`src/rtl/mem_req_tracker_pkg.sv`:
```
// Shared types for the memory request tracker: request kinds, the
// queued tag entry, and the legacy MIPS word/register typedefs.
package mem_pkg;

    typedef logic [15:0] mips_word;
    typedef logic [2:0]  mips_reg;

    // Request kinds as they appear on the req_kind bus; 2'b11 is never accepted.
    typedef enum logic [1:0] {
        KIND_FETCH   = 2'b00,
        KIND_LOAD    = 2'b01,
        KIND_STORE   = 2'b10,
        KIND_ILLEGAL = 2'b11
    } mem_kind_e;

    // Tag kept for each outstanding request at the default destination width.
    typedef struct packed {
        mem_kind_e kind;
        mips_reg   dest;
    } mem_entry_t;

    function automatic logic kind_is_legal(input mem_kind_e kind);
        return kind != KIND_ILLEGAL;
    endfunction

endpackage

```
`src/rtl/mem_req_tracker_tag_fifo.sv`:
```
// tag_fifo: synchronous FIFO of tracker entries with occupancy count.
// Pointers wrap modulo DEPTH (power of two); full/empty come from the count.
module tag_fifo
    import mem_pkg::*;
#(
    parameter int unsigned DEPTH   = 4,
    parameter type         entry_t = mem_entry_t,
    localparam int unsigned PTR_W  = $clog2(DEPTH),
    localparam int unsigned CNT_W  = PTR_W + 1
) (
    input  logic             clk,
    input  logic             rst_n,
    input  logic             push_i,
    input  logic             pop_i,
    input  entry_t           wr_entry_i,
    output entry_t           rd_entry_o,
    output logic             full_o,
    output logic             empty_o,
    output logic [CNT_W-1:0] count_o
);

    entry_t             mem_q [DEPTH];
    logic [PTR_W-1:0]   wr_ptr_q, wr_ptr_d;
    logic [PTR_W-1:0]   rd_ptr_q, rd_ptr_d;
    logic [CNT_W-1:0]   count_q, count_d;
    logic               push_ok, pop_ok;

    assign full_o     = (count_q == CNT_W'(DEPTH));
    assign empty_o    = (count_q == '0);
    assign count_o    = count_q;
    assign rd_entry_o = mem_q[rd_ptr_q];
    assign push_ok    = push_i && !full_o;
    assign pop_ok     = pop_i && !empty_o;

    // Pointer and occupancy next-state; simultaneous push/pop keeps the count.
    always_comb begin
        wr_ptr_d = wr_ptr_q;
        rd_ptr_d = rd_ptr_q;
        count_d  = count_q;
        if (push_ok) wr_ptr_d = wr_ptr_q + PTR_W'(1);
        if (pop_ok)  rd_ptr_d = rd_ptr_q + PTR_W'(1);
        if (push_ok && !pop_ok)      count_d = count_q + CNT_W'(1);
        else if (pop_ok && !push_ok) count_d = count_q - CNT_W'(1);
    end

    // Pointer/count registers, cleared asynchronously.
    always_ff @(posedge clk or negedge rst_n) begin
        if (!rst_n) begin
            wr_ptr_q <= '0;
            rd_ptr_q <= '0;
            count_q  <= '0;
        end else begin
            wr_ptr_q <= wr_ptr_d;
            rd_ptr_q <= rd_ptr_d;
            count_q  <= count_d;
        end
    end

    // Entry storage; contents are only meaningful below the count, so no reset.
    always_ff @(posedge clk) begin
        if (push_ok) mem_q[wr_ptr_q] <= wr_entry_i;
    end

endmodule

```
`src/rtl/mem_req_tracker.sv`:
```
// mem_req_tracker: forwards fetch/load/store requests to memory with zero
// latency, tracks up to DEPTH in-order outstanding operations, and routes
// each in-order response to a registered fetch/load/store completion pulse.
// Optional MEM_REQ_TRACKER_STATS_EN adds 32-bit per-kind completion counters.
module mem_req_tracker
    import mem_pkg::*;
#(
    parameter int unsigned WIDTH  = 16,
    parameter int unsigned DEPTH  = 4,
    parameter int unsigned DEST_W = 3
) (
    input  logic                     clk,
    input  logic                     reset,
    input  logic                     req_valid,
    output logic                     req_ready,
    input  logic [1:0]               req_kind,
    input  logic [DEST_W-1:0]        req_dest,
    input  logic [WIDTH-1:0]         req_addr,
    input  logic [WIDTH-1:0]         req_wdata,
    output logic                     mem_req_valid,
    output logic                     mem_req_we,
    output logic [WIDTH-1:0]         mem_req_addr,
    output logic [WIDTH-1:0]         mem_req_wdata,
    input  logic                     mem_resp_valid,
    input  logic [WIDTH-1:0]         mem_resp_rdata,
    output logic                     fetch_resp_valid,
    output logic                     ld_resp_valid,
    output logic                     st_resp_valid,
    output logic [WIDTH-1:0]         resp_data,
    output logic [DEST_W-1:0]        resp_dest,
`ifdef MEM_REQ_TRACKER_STATS_EN
    output logic [31:0]              fetch_cnt,
    output logic [31:0]              ld_cnt,
    output logic [31:0]              st_cnt,
`endif
    output logic [$clog2(DEPTH):0]   outstanding,
    output logic                     err_sticky
);

    // Entry carries the configured destination width rather than the default.
    typedef struct packed {
        mem_kind_e         kind;
        logic [DEST_W-1:0] dest;
    } entry_t;

    mem_kind_e   kind_e;
    entry_t      push_entry, head_entry;
    logic        kind_legal, accept, resp_fire, resp_unexp;
    logic        fifo_full, fifo_empty;

    logic              fetch_q, fetch_d;
    logic              ld_q, ld_d;
    logic              st_q, st_d;
    logic [WIDTH-1:0]  data_q, data_d;
    logic [DEST_W-1:0] dest_q, dest_d;
    logic              err_q, err_d;

    assign kind_e     = mem_kind_e'(req_kind);
    assign kind_legal = kind_is_legal(kind_e);
    assign req_ready  = !fifo_full;
    assign accept     = req_valid && req_ready && kind_legal;
    assign resp_fire  = mem_resp_valid && !fifo_empty;
    assign resp_unexp = mem_resp_valid && fifo_empty;

    assign mem_req_valid = accept;
    assign mem_req_we    = accept && (kind_e == KIND_STORE);
    assign mem_req_addr  = req_addr;
    assign mem_req_wdata = req_wdata;

    assign push_entry.kind = kind_e;
    assign push_entry.dest = req_dest;

    tag_fifo #(
        .DEPTH   (DEPTH),
        .entry_t (entry_t)
    ) u_tag_fifo (
        .clk        (clk),
        .rst_n      (reset),
        .push_i     (accept),
        .pop_i      (resp_fire),
        .wr_entry_i (push_entry),
        .rd_entry_o (head_entry),
        .full_o     (fifo_full),
        .empty_o    (fifo_empty),
        .count_o    (outstanding)
    );

    // Classify the popped head into one completion pulse and capture data/tag.
    always_comb begin
        fetch_d = 1'b0;
        ld_d    = 1'b0;
        st_d    = 1'b0;
        data_d  = data_q;
        dest_d  = dest_q;
        err_d   = err_q | (req_valid && !kind_legal) | resp_unexp;
        if (resp_fire) begin
            data_d = mem_resp_rdata;
            unique case (head_entry.kind)
                KIND_FETCH: fetch_d = 1'b1;
                KIND_LOAD: begin
                    ld_d   = 1'b1;
                    dest_d = head_entry.dest;
                end
                KIND_STORE: st_d = 1'b1;
                default: ;
            endcase
        end
    end

    // Completion and error registers, cleared asynchronously.
    always_ff @(posedge clk or negedge reset) begin
        if (!reset) begin
            fetch_q <= 1'b0;
            ld_q    <= 1'b0;
            st_q    <= 1'b0;
            data_q  <= '0;
            dest_q  <= '0;
            err_q   <= 1'b0;
        end else begin
            fetch_q <= fetch_d;
            ld_q    <= ld_d;
            st_q    <= st_d;
            data_q  <= data_d;
            dest_q  <= dest_d;
            err_q   <= err_d;
        end
    end

    assign fetch_resp_valid = fetch_q;
    assign ld_resp_valid    = ld_q;
    assign st_resp_valid    = st_q;
    assign resp_data        = data_q;
    assign resp_dest        = dest_q;
    assign err_sticky       = err_q;

`ifdef MEM_REQ_TRACKER_STATS_EN
    logic [31:0] fetch_cnt_q, ld_cnt_q, st_cnt_q;

    // Per-kind counters advance on the same edge that raises the matching pulse.
    always_ff @(posedge clk or negedge reset) begin
        if (!reset) begin
            fetch_cnt_q <= '0;
            ld_cnt_q    <= '0;
            st_cnt_q    <= '0;
        end else begin
            if (fetch_d) fetch_cnt_q <= fetch_cnt_q + 32'd1;
            if (ld_d)    ld_cnt_q    <= ld_cnt_q + 32'd1;
            if (st_d)    st_cnt_q    <= st_cnt_q + 32'd1;
        end
    end

    assign fetch_cnt = fetch_cnt_q;
    assign ld_cnt    = ld_cnt_q;
    assign st_cnt    = st_cnt_q;
`endif

endmodule

```
`config.mk`:
```
export PLATFORM = sky130hd
export DESIGN_NAME = mem_req_tracker
export DESIGN_NICKNAME = d
export VERILOG_FILES = /design/src/rtl/mem_req_tracker_pkg.sv /design/src/rtl/mem_req_tracker_tag_fifo.sv /design/src/rtl/mem_req_tracker.sv
export SDC_FILE = /design/constraint.sdc
export NUM_CORES = 1
export LEC_CHECK = 0
export ABC_AREA = 0
export BUFFER_PORTS_ARGS = -buffer_cell sky130_fd_sc_hd__buf_2
export CAP_MARGIN = 20
export CORE_MARGIN = 10
export CORE_UTILIZATION = 40
export DETAILED_ROUTE_END_ITERATION = 6
export PLACE_DENSITY_LB_ADDON = 0.05
export SYNTH_ARGS = -nofsm -noshare
export SYNTH_HDL_FRONTEND = slang
export SYNTH_SLANG_ARGS = --single-unit
export TNS_END_PERCENT = 5
```
`constraint.sdc`:
```
create_clock -name clk -period 2.3 [get_ports clk]
set_clock_uncertainty 0.15 [all_clocks]
set_input_delay 0.46 -clock clk [delete_from_list [all_inputs] [get_ports clk]]
set_output_delay 0.46 -clock clk [all_outputs]
set_load 0.01 [all_outputs]
```
==> results of run 1 <==
==> per-layer routing <==
metal  vias to the layer above  share of wire [%]  track usage, %
li1                        541                  -               -
met1                       550                 35            9.26
met2                        65                 47            15.1
met3                        24                 15            6.28
met4                         0                2.8            3.99
met5                         -                  0               0
==> report_power, final <==
group / switching, mW / total, mW / internal [mW]
clock: 0.260 / 0.469 / 0.209
combinational: 0.514 / 1.06 / 0.541
sequential: 0.124 / 1.32 / 1.19
==> area by class of cell <==
class | instances | area (sq um)
Fill cell | 503 | 3020
Sequential cell | 50 | 1350
Multi-Input combinational cell | 57 | 636
Timing Repair Buffer | 59 | 310
Tap cell | 72 | 90.1
Clock buffer | 6 | 72.6
Inverter | 4 | 15.0
Clock inverter | 2 | 8.76
==> state kept, by name, indices dropped and copies added (netlist names) <==
| signal | count |
|---|---|
| st_resp_valid | 1 |
| u_tag_fifo.count_o | 3 |
| err_sticky | 1 |
| ld_resp_valid | 1 |
| resp_dest | 3 |
| fetch_resp_valid | 1 |
| u_tag_fifo.wr_ptr_q | 2 |
| resp_data | 16 |
| u_tag_fifo.mem_q | 20 |
| u_tag_fifo.rd_ptr_q | 2 |
==> kinds of logic after synthesis <==
| kind of cell | count (synthesis) | synth area share, % |
|---|---|---|
| DFF | 50 | 59.8 |
| buffers and inverters | 41 | 12.6 |
| muxes | 26 | 15.9 |
| and+or+nand+nor | 17 | 4.93 |
| xor gates and xnor gates | 6 | 2.32 |
| adders and majority gates | 6 | 3.65 |
| AOI/OAI and AO/OA | 2 | 0.830 |
==> worst register-to-register path, delay by kind of cell, from the launching register on <==
kind          cells  cell delay [ns]
fa+ha+maj         2             0.60
simple gates      2             0.57
flops             1             0.39
buf+inv           1             0.08
mux               1             0.26
==> placed cells by master (no fill, tap or decap) <==
| cell | instances |
|---|---|
| buf_2 | 53 |
| dfrtp_1 | 30 |
| mux2_2 | 20 |
| edfxtp_1 | 20 |
| buf_4 | 6 |
| ha_1 | 5 |
| clkbuf_8 | 5 |
| and2_1 | 4 |
| inv_1 | 4 |
| nand2_1 | 3 |
| mux4_1 | 3 |
| xor2_1 | 3 |
| xnor2_1 | 3 |
| mux4_2 | 2 |
| nor3_1 | 2 |
| nor2_1 | 2 |
| or3b_1 | 1 |
| and3_2 | 1 |
| and3_1 | 1 |
| o31ai_4 | 1 |
| and4b_1 | 1 |
| nor3b_4 | 1 |
| a31oi_1 | 1 |
| nor3b_1 | 1 |
| mux2_1 | 1 |
| fa_1 | 1 |
| clkbuf_1 | 1 |
| clkinv_2 | 1 |
| clkinv_1 | 1 |
==> stage by stage <==
step	hold WS, ns	cells	utilization, %	TNS [ns]
detailed placement	0.304	242	43.6	0
finish	0.0335	250	45.1	0
floorplan	0.0144	148	-	-0.00556
CTS	0.0689	250	45.1	0
global placement	0.305	242	43.6	0
global route	0.0792	250	45.1	0
==> synth_stat cells <==
library cell / count / share of area [%]
a31oi_1: 1 / 0.28
and2_1: 4 / 1.1
and3_1: 2 / 0.55
and4b_1: 1 / 0.44
buf_1: 1 / 0.17
buf_2: 2 / 0.44
buf_4: 32 / 11
buf_6: 1 / 0.50
clkbuf_1: 1 / 0.17
dfrtp_1: 30 / 33
edfxtp_1: 20 / 27
fa_1: 1 / 0.89
ha_1: 5 / 2.8
inv_1: 4 / 0.66
mux2_1: 1 / 0.50
mux2_2: 20 / 10
mux4_1: 3 / 3.5
mux4_2: 2 / 2.0
nand2_1: 3 / 0.50
nor2_1: 2 / 0.33
nor3_1: 2 / 0.44
nor3b_1: 1 / 0.33
nor3b_4: 1 / 0.83
o31ai_2: 1 / 0.55
or3b_1: 1 / 0.39
xnor2_1: 3 / 1.2
xor2_1: 3 / 1.2
==> worst max-delay path by stage <==
stage	end	slack, ns
finish	mem_req_valid	0.07
global route	mem_req_valid	0.0004
CTS	mem_req_valid	0.04
detailed placement	u_tag_fifo.count_o[1]	0.15
global placement	u_tag_fifo.count_o[1]	0.20
floorplan	u_tag_fifo.count_o[1]	-0.006
==> out/summary.txt, run 1 <==
Max incr delay on CP -> 0.39 ns
GR Overflow Total -> 0
Drt initial violations -> 36
Routed len/inst -> 17.1 um
Global placer's final weighted congestion -> 0.728
Global-route wire length before repair -> 6.62 mm
Crit path buffers/inverters -> 2
P&R area growth vs syn -> 9.85%
CTS tree -> yes
Ant. Diodes -> 0
Die Y -> 95.2 um
Hold bufs inserted after CTS -> 0
Drt first pass iters -> 4
Synthesized area -> 0.00226 sq mm
Fin. Hold Viols -> 0
Worst reg-to-reg setup slack -> 0.13 ns
Vias per std cell -> 4.72
R2R depth -> 6
Worst-path cell chain -> or3b_1, buf_4, and3_2, buf_2
Clk slew on worst S/H paths -> 0.08 ns
RSZ-0062 raised after global routing -> no
Final period util -> 96.8%
Max-cap violation count -> 0
Crit path from -> u_tag_fifo.count_o[1]
Worst reg2reg endpoint -> u_tag_fifo.count_o[1]
Mapped Nets -> 211
Mean Syn Cell Area -> 15.3 sq um
Core area -> 0.00551 sq mm
Min cycle time layout -> 2.23 ns
Worst slew margin -> 56.8%
CTS root buffer -> clkbuf_8
I/O Buffers -> 53
Critical path class -> register to primary output
Hold Crit Class -> input pin to async pin
DIE WIDTH -> 95.2 um
Final max-slew violation count -> 0
Post-route setup slack -> 0.0744 ns
Register bit total from synthesis -> 50
Drt drc -> 0
Critical path's slowest cell -> dfrtp_1
Share of layout cells above drive strength 1 -> 50.6%
Fmax -> 449 MHz
P_leak -> 1.08 nW
PD cells -> 1140 mW/mm^2
CP Launch Type -> register
Sequential fraction of the synthesis area -> 59.8%
Initial antenna violation count -> 0
GR Util All Layers -> 9.36%
Layout Nets -> 240
Total CTS buffers -> 5
Crit path depth -> 4
Peak fanout along the critical path -> 7
DP HPWL -> 3.37 mm
Family with the most delay on the worst path -> simple AND/OR/NAND/NOR gates
Row count -> 27
Final Power -> 2.84 mW
Worst path arrival time -> 1.62 ns
Worst r2r src -> u_tag_fifo.count_o[1]
Worst EP required -> 1.69 ns
Ports -> 118
Post-Syn Instances -> 148
Clock Latency Late Sink -> 0.29 ns
CP Capture Type -> primary output
DRT antenna net count -> 0
Sink Count -> 50
Final wirelength -> 4.29 mm
Post-CTS Repair Setup Buffers -> 0
Placed cell area -> 0.00240 sq mm
Routed via count -> 1180
Total Die Area -> 0.00906 sq mm
Warnings, synthesis -> 0
Pin count of the biggest net entering global routing -> 31
IR Drop Worst-Case VDD -> 0.530 mV
Fin area -> 0.00248 sq mm
Initial Util -> 41.1%
Slew of the pin with the lowest slew margin -> 0.648 ns
H-tree lvl count -> 2
Max Root-Sink Buffers -> 2
Status -> finished clean
Post-synthesis cell type count -> 27
Vias in the first global route -> 1331
Setup violators final -> 0
Post-Place Worst Slack -> 0.147 ns
Post-CTS sizing -> 0
No activity file was read; power rests on OpenSTA's default activity.
==> run 2: changes to the inputs <==
--- a/config.mk
+++ b/config.mk
@@ -11,6 +11,7 @@
 export CORE_MARGIN = 10
 export CORE_UTILIZATION = 40
 export DETAILED_ROUTE_END_ITERATION = 6
+export GPL_TIMING_DRIVEN = 0
 export PLACE_DENSITY_LB_ADDON = 0.05
 export SYNTH_ARGS = -nofsm -noshare
 export SYNTH_HDL_FRONTEND = slang
==> out/summary.txt, run 2 (same netlist as run 1, synthesis figures left out) <==
Status -> finished clean
Min cycle time layout -> 2.23 ns
Max-cap violation count -> 0
Fmax -> 448 MHz
GR Overflow Total -> 0
Slew of the pin with the lowest slew margin -> 0.637 ns
P&R area growth vs syn -> 30.4%
Worst reg2reg endpoint -> u_tag_fifo.count_o[1]
Hold Crit Class -> input pin to async pin
R2R depth -> 6
CP Capture Type -> register
RSZ-0062 raised after global routing -> yes
Pin count of the biggest net entering global routing -> 31
Ant. Diodes -> 0
CTS tree -> yes
Max Root-Sink Buffers -> 2
Worst slew margin -> 57.5%
Hold bufs inserted after CTS -> 0
Routed via count -> 1435
Critical path class -> register to register
Cell Count Post-Placement -> 305
Final period util -> 97.0%
Worst reg-to-reg setup slack -> 0.07 ns
CP Launch Type -> register
Family with the most delay on the worst path -> simple AND/OR/NAND/NOR gates
PD cells -> 1030 mW/mm^2
Initial Util -> 41.1%
Worst path arrival time -> 2.26 ns
Setup violators final -> 0
Layout Nets -> 309
CTS root buffer -> clkbuf_8
Clock Latency Late Sink -> 0.29 ns
Die Y -> 95.2 um
Total CTS buffers -> 5
Global-route wire length before repair -> 7.65 mm
Layout fillers -> 481
Fin. Hold Viols -> 0
Routed len/inst -> 15.5 um
P_leak -> 1.39 nW
Max incr delay on CP -> 0.45 ns
Sink Count -> 50
Largest register FFs -> 20
Drt first pass iters -> 4
Ports -> 118
Final wirelength -> 4.96 mm
Core area -> 0.00551 sq mm
Peak fanout along the critical path -> 4
Clk slew on worst S/H paths -> 0.08 ns
Drt initial violations -> 32
DRT antenna net count -> 0
Row count -> 27
I/O Buffers -> 85
GR Util All Layers -> 10.5%
IR Drop Worst-Case VDD -> 0.652 mV
Hold WS -> 0.0378 ns
Post-route setup slack -> 0.0701 ns
Worst r2r src -> u_tag_fifo.count_o[0]
Critical path's slowest cell -> dfrtp_2
Drt drc -> 0
Vias in the first global route -> 1634
H-tree lvl count -> 2
Commonest non-fill, non-tap cell in the layout -> buf_2
DP HPWL -> 4.19 mm
Worst-path cell chain -> or3b_4, and3_1, ha_2, inv_1, fa_1, mux2_2
Crit path buffers/inverters -> 1
Final Non-Filler Cells -> 319
Commonest cells after routing, fill and taps aside -> buf_2, buf_4, dfrtp_1
Biggest register -> u_tag_fifo.mem_q
DIE WIDTH -> 95.2 um
Global placer's final weighted congestion -> 0.714
Post-Place Worst Slack -> -0.242 ns
Total Die Area -> 0.00906 sq mm
Vias per std cell -> 4.50
Initial antenna violation count -> 0
Final max-slew violation count -> 0
Worst EP required -> 2.33 ns
Share of layout cells above drive strength 1 -> 65.6%
run 2: cell types whose count changed in the layout (fill, tap and decap cells not counted), moves of 2 or more:
cell and delta:
dfrtp_1 -3, buf_6 +2, buf_2 +34, dfrtp_2 +3
buf_4 +32
run 2: worst max path at each step:
stage	start	endpoint	slack (ns)	cells after the start
finish	u_tag_fifo.count_o[0]	u_tag_fifo.count_o[1]	0.07	6
global route	u_tag_fifo.count_o[0]	u_tag_fifo.count_o[1]	-0.006	6
CTS	u_tag_fifo.count_o[1]	u_tag_fifo.count_o[1]	-0.003	6
detailed placement	u_tag_fifo.count_o[1]	u_tag_fifo.count_o[2]	-0.24	8
floorplan	u_tag_fifo.count_o[1]	u_tag_fifo.count_o[1]	-0.006	6
global placement	u_tag_fifo.count_o[1]	u_tag_fifo.count_o[2]	-0.16	8
run 2: area by class of cell:
class	count	area, sq um	area share [%]
Buffer	37	277	9.38
Clock buffer	8	101	3.44
Inverter	4	15.0	0.509
Multi-Input combinational cell	57	639	21.7
Sequential cell	50	1360	46.0
Tap cell	72	90.1	3.06
Timing Repair Buffer	91	470	16.0
run 2: metal layers:
layer	vias up	share of wire, %	wire, um	GRT usage, %
li1	678	-	-	-
met1	675	34	1700	10.1
met2	79	50	2470	18.1
met3	3	15	751	7.23
met4	0	0.63	31	2.62
met5	-	0	0	0
run 2: timing repair:
| action | CTS | global route |
|---|---|---|
| pin swaps | 1 | 1 |
| resized for setup | 6 | 3 |
| endpoints found under the setup margin | 3 | 3 |
| setup buffers | 1 | 5 |
| cloned | 0 | 0 |
run 2: metrics by stage:
stage                     setup TNS (ns)  utilization, %  power (mW)  cell area [sq um]
after floorplan                 -0.00556               -        2.07               2270
after global placement            -0.259            50.6        2.42               2790
after detailed placement          -0.379            50.6        2.47               2790
after CTS                       -0.00260            52.7        3.03               2900
after global routing            -0.00565            53.5        3.25               2950
final                                  0            53.5        3.03               2950
run 2: power breakdown:
part / switching (mW) / internal (mW)
sequential: 0.132 / 1.20
combinational: 0.539 / 0.630
clock: 0.254 / 0.282
